--- src/rtl/adc_capture_pkg.sv ---
// Shared types and defaults for the serial ADC capture controller.
package adc_capture_pkg;

    localparam int SAMPLE_W          = 16;
    localparam int DEF_SCLK_DIV      = 2;
    localparam int DEF_CONV_CYCLES   = 40;
    localparam int DEF_SAMPLE_PERIOD = 500;
    localparam int DEF_SAMPLE_COUNT  = 4096;

    typedef enum logic [2:0] {
        ST_IDLE,
        ST_CONVERT,
        ST_SHIFT,
        ST_EMIT,
        ST_WAIT
    } state_t;

    // One extra bit so that -32768 maps to +32768 without wrapping.
    function automatic logic [SAMPLE_W:0] sample_mag(input logic [SAMPLE_W-1:0] s);
        logic [SAMPLE_W:0] ext;
        ext = {s[SAMPLE_W-1], s};
        return s[SAMPLE_W-1] ? -ext : ext;
    endfunction

endpackage

--- src/rtl/adc_serial_shift.sv ---
// SCLK generator and MSB-first shift register; start launches 16 sclk periods,
// done pulses the cycle after the 16th bit is captured.
module adc_serial_shift
    import adc_capture_pkg::*;
#(
    parameter int SCLK_DIV = DEF_SCLK_DIV
) (
    input  logic                clk,
    input  logic                rst,
    input  logic                start,
    input  logic                sdo,
    output logic                sclk,
    output logic                done,
    output logic [SAMPLE_W-1:0] data
);
    localparam int DW = (SCLK_DIV > 1) ? $clog2(SCLK_DIV) : 1;

    logic                active_q, active_d;
    logic                sclk_q, sclk_d;
    logic                done_q, done_d;
    logic [DW-1:0]       div_q, div_d;
    logic [4:0]          bits_q, bits_d;
    logic [SAMPLE_W-1:0] shreg_q, shreg_d;

    always_comb begin
        active_d = active_q;
        sclk_d   = sclk_q;
        done_d   = 1'b0;
        div_d    = div_q;
        bits_d   = bits_q;
        shreg_d  = shreg_q;
        if (!active_q) begin
            if (start) begin
                active_d = 1'b1;
                sclk_d   = 1'b1;
                shreg_d  = {shreg_q[SAMPLE_W-2:0], sdo};
                bits_d   = 5'd1;
                div_d    = DW'(SCLK_DIV - 1);
            end
        end else if (div_q != '0) begin
            div_d = div_q - 1'b1;
        end else if (sclk_q) begin
            sclk_d = 1'b0;
            div_d  = DW'(SCLK_DIV - 1);
            if (bits_q == 5'd16) active_d = 1'b0;
        end else begin
            // sdo is captured on the same edge that raises sclk
            sclk_d  = 1'b1;
            shreg_d = {shreg_q[SAMPLE_W-2:0], sdo};
            bits_d  = bits_q + 5'd1;
            div_d   = DW'(SCLK_DIV - 1);
            if (bits_q == 5'd15) done_d = 1'b1;
        end
    end

    always_ff @(posedge clk) begin
        if (rst) begin
            active_q <= 1'b0;
            sclk_q   <= 1'b0;
            done_q   <= 1'b0;
            div_q    <= '0;
            bits_q   <= '0;
            shreg_q  <= '0;
        end else begin
            active_q <= active_d;
            sclk_q   <= sclk_d;
            done_q   <= done_d;
            div_q    <= div_d;
            bits_q   <= bits_d;
            shreg_q  <= shreg_d;
        end
    end

    assign sclk = sclk_q;
    assign done = done_q;
    assign data = shreg_q;

endmodule

--- src/rtl/adc_capture_ctrl.sv ---
// Serial ADC capture sequencer: convert, shift, emit, pace to SAMPLE_PERIOD.
// ADC_THRESH_TRIG_EN: withhold strobes until |sample| >= threshold latched at arm.
module adc_capture_ctrl
    import adc_capture_pkg::*;
#(
    parameter int SCLK_DIV      = DEF_SCLK_DIV,
    parameter int CONV_CYCLES   = DEF_CONV_CYCLES,
    parameter int SAMPLE_PERIOD = DEF_SAMPLE_PERIOD,
    parameter int SAMPLE_COUNT  = DEF_SAMPLE_COUNT
) (
    input  logic                ADC_I_clk,
    input  logic                I_rst,
    input  logic                I_arm,
    input  logic [SAMPLE_W-1:0] I_threshold,
    output logic                ADC_O_cnv,
    output logic                ADC_O_sclk,
    input  logic                ADC_I_sdo,
    output logic [SAMPLE_W-1:0] ADC_O_data,
    output logic                ADC_O_dataValid,
    output logic                O_busy,
    output logic                O_sampleRdy
);
    // state    | meaning
    // IDLE     | waiting for I_arm
    // CONVERT  | cnv high for CONV_CYCLES clocks
    // SHIFT    | serial readout of 16 bits
    // EMIT     | one-cycle data strobe
    // WAIT     | pad out to SAMPLE_PERIOD, then next conversion or done

    localparam int CW = $clog2(CONV_CYCLES);
    localparam int PW = $clog2(SAMPLE_PERIOD);

    state_t              state_q, state_d;
    logic                cnv_q, cnv_d;
    logic                start_q, start_d;
    logic [CW-1:0]       conv_q, conv_d;
    logic [PW-1:0]       period_q, period_d;
    logic [15:0]         count_q, count_d;
    logic [SAMPLE_W-1:0] data_q, data_d;
    logic                valid_q, valid_d;
    logic                busy_q, busy_d;
    logic                rdy_q, rdy_d;
    logic                sh_done;
    logic [SAMPLE_W-1:0] sh_data;
    logic                emit_ok;

`ifdef ADC_THRESH_TRIG_EN
    logic [SAMPLE_W-1:0] thr_q, thr_d;
    logic                trig_q, trig_d;
    assign emit_ok = trig_q || (sample_mag(sh_data) >= {1'b0, thr_q});
`else
    logic unused_thr;
    assign unused_thr = ^I_threshold;
    assign emit_ok    = 1'b1;
`endif

    adc_serial_shift #(.SCLK_DIV(SCLK_DIV)) u_shift (
        .clk   (ADC_I_clk),
        .rst   (I_rst),
        .start (start_q),
        .sdo   (ADC_I_sdo),
        .sclk  (ADC_O_sclk),
        .done  (sh_done),
        .data  (sh_data)
    );

    always_comb begin
        state_d  = state_q;
        cnv_d    = cnv_q;
        start_d  = 1'b0;
        conv_d   = conv_q;
        period_d = (state_q == ST_IDLE) ? '0 : period_q + 1'b1;
        count_d  = count_q;
        data_d   = data_q;
        valid_d  = 1'b0;
        busy_d   = busy_q;
        rdy_d    = rdy_q;
`ifdef ADC_THRESH_TRIG_EN
        thr_d    = thr_q;
        trig_d   = trig_q;
`endif
        case (state_q)
            ST_IDLE: if (I_arm) begin
                state_d  = ST_CONVERT;
                cnv_d    = 1'b1;
                conv_d   = CW'(CONV_CYCLES - 1);
                period_d = '0;
                count_d  = '0;
                busy_d   = 1'b1;
                rdy_d    = 1'b0;
`ifdef ADC_THRESH_TRIG_EN
                thr_d    = I_threshold;
                trig_d   = 1'b0;
`endif
            end
            ST_CONVERT: if (conv_q == '0) begin
                state_d = ST_SHIFT;
                cnv_d   = 1'b0;
                start_d = 1'b1;
            end else begin
                conv_d = conv_q - 1'b1;
            end
            ST_SHIFT: if (sh_done) begin
                state_d = ST_EMIT;
                if (emit_ok) begin
                    data_d  = sh_data;
                    valid_d = 1'b1;
                    count_d = count_q + 16'd1;
`ifdef ADC_THRESH_TRIG_EN
                    trig_d  = 1'b1;
`endif
                end
            end
            ST_EMIT: state_d = ST_WAIT;
            ST_WAIT: if (period_q == PW'(SAMPLE_PERIOD - 1)) begin
                period_d = '0;
                if (count_q == 16'(SAMPLE_COUNT)) begin
                    state_d = ST_IDLE;
                    busy_d  = 1'b0;
                    rdy_d   = 1'b1;
                end else begin
                    state_d = ST_CONVERT;
                    cnv_d   = 1'b1;
                    conv_d  = CW'(CONV_CYCLES - 1);
                end
            end
            default: state_d = ST_IDLE;
        endcase
    end

    always_ff @(posedge ADC_I_clk) begin
        if (I_rst) begin
            state_q  <= ST_IDLE;
            cnv_q    <= 1'b0;
            start_q  <= 1'b0;
            conv_q   <= '0;
            period_q <= '0;
            count_q  <= '0;
            data_q   <= '0;
            valid_q  <= 1'b0;
            busy_q   <= 1'b0;
            rdy_q    <= 1'b0;
`ifdef ADC_THRESH_TRIG_EN
            thr_q    <= '0;
            trig_q   <= 1'b0;
`endif
        end else begin
            state_q  <= state_d;
            cnv_q    <= cnv_d;
            start_q  <= start_d;
            conv_q   <= conv_d;
            period_q <= period_d;
            count_q  <= count_d;
            data_q   <= data_d;
            valid_q  <= valid_d;
            busy_q   <= busy_d;
            rdy_q    <= rdy_d;
`ifdef ADC_THRESH_TRIG_EN
            thr_q    <= thr_d;
            trig_q   <= trig_d;
`endif
        end
    end

    assign ADC_O_cnv       = cnv_q;
    assign ADC_O_data      = data_q;
    assign ADC_O_dataValid = valid_q;
    assign O_busy          = busy_q;
    assign O_sampleRdy     = rdy_q;

endmodule

--- config.mk ---
export PLATFORM = sky130hd
export DESIGN_NAME = adc_capture_ctrl
export DESIGN_NICKNAME = d
export VERILOG_FILES = /design/src/rtl/adc_capture_pkg.sv /design/src/rtl/adc_serial_shift.sv /design/src/rtl/adc_capture_ctrl.sv
export SDC_FILE = /design/constraint.sdc
export NUM_CORES = 1
export LEC_CHECK = 0
export ABC_CLOCK_PERIOD_IN_PS = 5480
export CAP_MARGIN = 0
export CORE_MARGIN = 2
export CORE_UTILIZATION = 55
export DETAILED_ROUTE_END_ITERATION = 10
export GPL_TIMING_DRIVEN = 0
export MAX_ROUTING_LAYER = met4
export PLACE_DENSITY = 0.85
export SLEW_MARGIN = 20
export SYNTH_ARGS = -nofsm -noshare
export SYNTH_HDL_FRONTEND = slang
export SYNTH_SLANG_ARGS = --single-unit
--- constraint.sdc ---
create_clock -name ADC_I_clk -period 5.48 [get_ports ADC_I_clk]
set_clock_uncertainty 0.05 [all_clocks]
set_input_delay 1.644 -clock ADC_I_clk [delete_from_list [all_inputs] [get_ports ADC_I_clk]]
set_output_delay 1.644 -clock ADC_I_clk [all_outputs]
set_load 0.02 [all_outputs]
==> out/metrics.cfg <==
[grt]
gr-total-overflow = 0
grt_pass1_wl_um = 12000
grt_usage = 0.216
antenna_found_initial = 0
grt_max_degree = 15
first_global_vias = 2809

[clocking]
cts_sinks = 80
cts-root-buf = clkbuf_8
clk-insertion-delay-late_ns = 0.36
cts_max_path_buffers = 2
numCtsBuffers = 9
tritoncts = done
post_cts_buffers = 0
htreeDepth = 3
clkSlewWorstSetupHoldPaths_ns = 0.08
cts_hold_buf = 0
ctsResizeCount = 0

[layout]
antennaDiodeCount = 0
n_fill_cell = 488
area_delta_synth_final_pct = 14.3
multi_input_area_um2 = 1700
drive_above_1_share = 0.0757
fin_nets = 472
seq_area_um2 = 1600

[synth]
synth_edf_count = 0
synth_top_area_frac = 0.462
ys_warn_count = 0
syn_nets = 438
synth_seq_cells = 80
netlist_instances = 410
yosysSeqAreaShare = 0.462
async_flop_share = 0
ys.flop_type = dfxtp_1
synthTopCellsByCount = 80 x dfxtp_1, 80 x nand2_1, 51 x a21oi_1
syn_avg_cell_area_um2 = 8.46
syn_area_um2 = 3470
yosys.area.top_type = dfxtp_1
synthTopCellsByArea = dfxtp_1 46%, nand2_1 8.7%, a21oi_1 7.4%, ha_1 2.9%, nor2_1 2.6%
ys_types = 55

[floorplanning]
start_util = 0.579
pin_count = 41
core-area_um2 = 5990
design.die.area_um2 = 6960
num_rows = 28
die-width_um = 83.4
die_h_um = 83.4

[critical_path]
crit_type = reg -> out
crit_fanout = 4
max_stage_delay_ns = 0.63
cp.depth = 1
r2r_start = count_q[0]
end_kind = primary output
crit_arrival_ns = 1.40
worst_setup_path_start_kind = flip-flop
cp.required_ns = 3.79
slowest_stage = clkdlybuf4s50_1
timing.rr.end = conv_q[5]
r2r_cells = 6
path_delay_family = buffers and inverters
cp_cell_sequence = clkdlybuf4s50_1
critPathBufInv = 1
startpoint = u_shift.sclk
rrSetupSlack_ns = 3.24

[power]
pwr_density_cell_nw_per_um2 = 299
power.leakage_nw = 1.35
ir_drop_mv = 0.238
power.total_w = 0.00119

[timing]
setup_violations = 0
setup_tns_ns = 0
tightest_slew_ns = 0.723
rsz0062_at_grt = false
finalMaxSlewViolations = 0
period_needed_ns = 3.09
whs_ns = 0.406
max_slew_margin = 0.511
fmax_mhz = 324
fin_crit_sh = 0.564
hold_violations = 0

[detailed_routing]
antenna_left = 0
drt_wl_total_um = 7130
viasPerCell = 5.69
via_count = 2981
routedWlPerCell_um = 13.6
drc = 0
drtIter0Drc = 151
dr.pass1.iters = 5

[run_status]
status = completed

[hold_path]
hold_end = ADC_O_data[15]
hold_path_startpoint = u_shift.data[15]
worstHoldPathType = reg -> reg
worst_hold_path.num_cells = 2

[placement]
dpl.hpwl_um = 5070
numPortBuffers = 23
gp_congestion = 0.867

[flow_run]
drv_cap = 0

layout by cell type (no fill, tap or decap), types with 8 or more instances in the layout:
| cell | n |
|---|---|
| clkdlybuf4s50_1 | 23 |
| clkbuf_8 | 9 |
| inv_1 | 18 |
| nor3_1 | 9 |
| dfxtp_1 | 80 |
| a21oi_1 | 51 |
| nor2_1 | 24 |
| nand3_1 | 12 |
| nand2_1 | 80 |
| ha_1 | 8 |
| clkbuf_1 | 14 |
sequential cells by signal, indices dropped and copies added (netlist names), 3 cells and up:
name and flops:
count_q 16, period_q 9, u_shift.bits_q 5, u_shift.data 16, ADC_O_data 16, state_q 3, conv_q 6
final cells by class:
type / instances / share of cell area
Clock inverter: 6 / 0.0114
Multi-Input combinational cell: 291 / 0.428
Clock buffer: 10 / 0.0322
Sequential cell: 80 / 0.404
Tap cell: 75 / 0.0237
Inverter: 18 / 0.0170
Timing Repair Buffer: 23 / 0.0581
Buffer: 21 / 0.0262
through the flow:
step	cell area, um2	cells	setup slack [ns]	util
2_1_floorplan	3470	410	2.68	-
3_3_place_gp	3790	508	2.07	0.633
3_5_place_dp	3790	508	2.05	0.633
4_1_cts	3970	524	2.37	0.662
5_1_grt	3970	524	2.33	0.662
6_report	3970	524	2.39	0.662
worst max-delay path by stage:
stage	slack, ns	endpoint
2_1_floorplan	2.68	count_q[14]
4_1_cts	2.37	ADC_O_sclk
3_5_place_dp	2.05	count_q[14]
6_report	2.39	ADC_O_sclk
3_3_place_gp	2.07	count_q[14]
5_1_grt	2.33	count_q[14]
where the power goes:
| group | switching [W] | leakage (nW) | internal (W) |
|---|---|---|---|
| Sequential | 0.0000183 | 0.647 | 0.000603 |
| Combinational | 0.000112 | 0.628 | 0.0000652 |
| Clock | 0.000222 | 0.0789 | 0.000166 |
| Total | 0.000352 | 1.35 | 0.000834 |
logic make-up after synthesis:
| group | Yosys count | synth area share |
|---|---|---|
| simple gates | 177 | 0.254 |
| flops | 80 | 0.462 |
| buf+inv | 39 | 0.0494 |
| compound gates | 92 | 0.168 |
| mux | 2 | 0.00757 |
| fa+ha+maj | 8 | 0.0289 |
| xor+xnor | 12 | 0.0303 |
per-layer routing:
metal | up-vias | global-route usage | wire, um
li1 | 1503 | - | -
met1 | 1415 | 0.242 | 3180
met2 | 49 | 0.357 | 3560
met3 | 14 | 0.0706 | 286
met4 | 0 | 0.0850 | 116
met5 | - | - | 0
No activity file was read; power rests on OpenSTA's default activity.
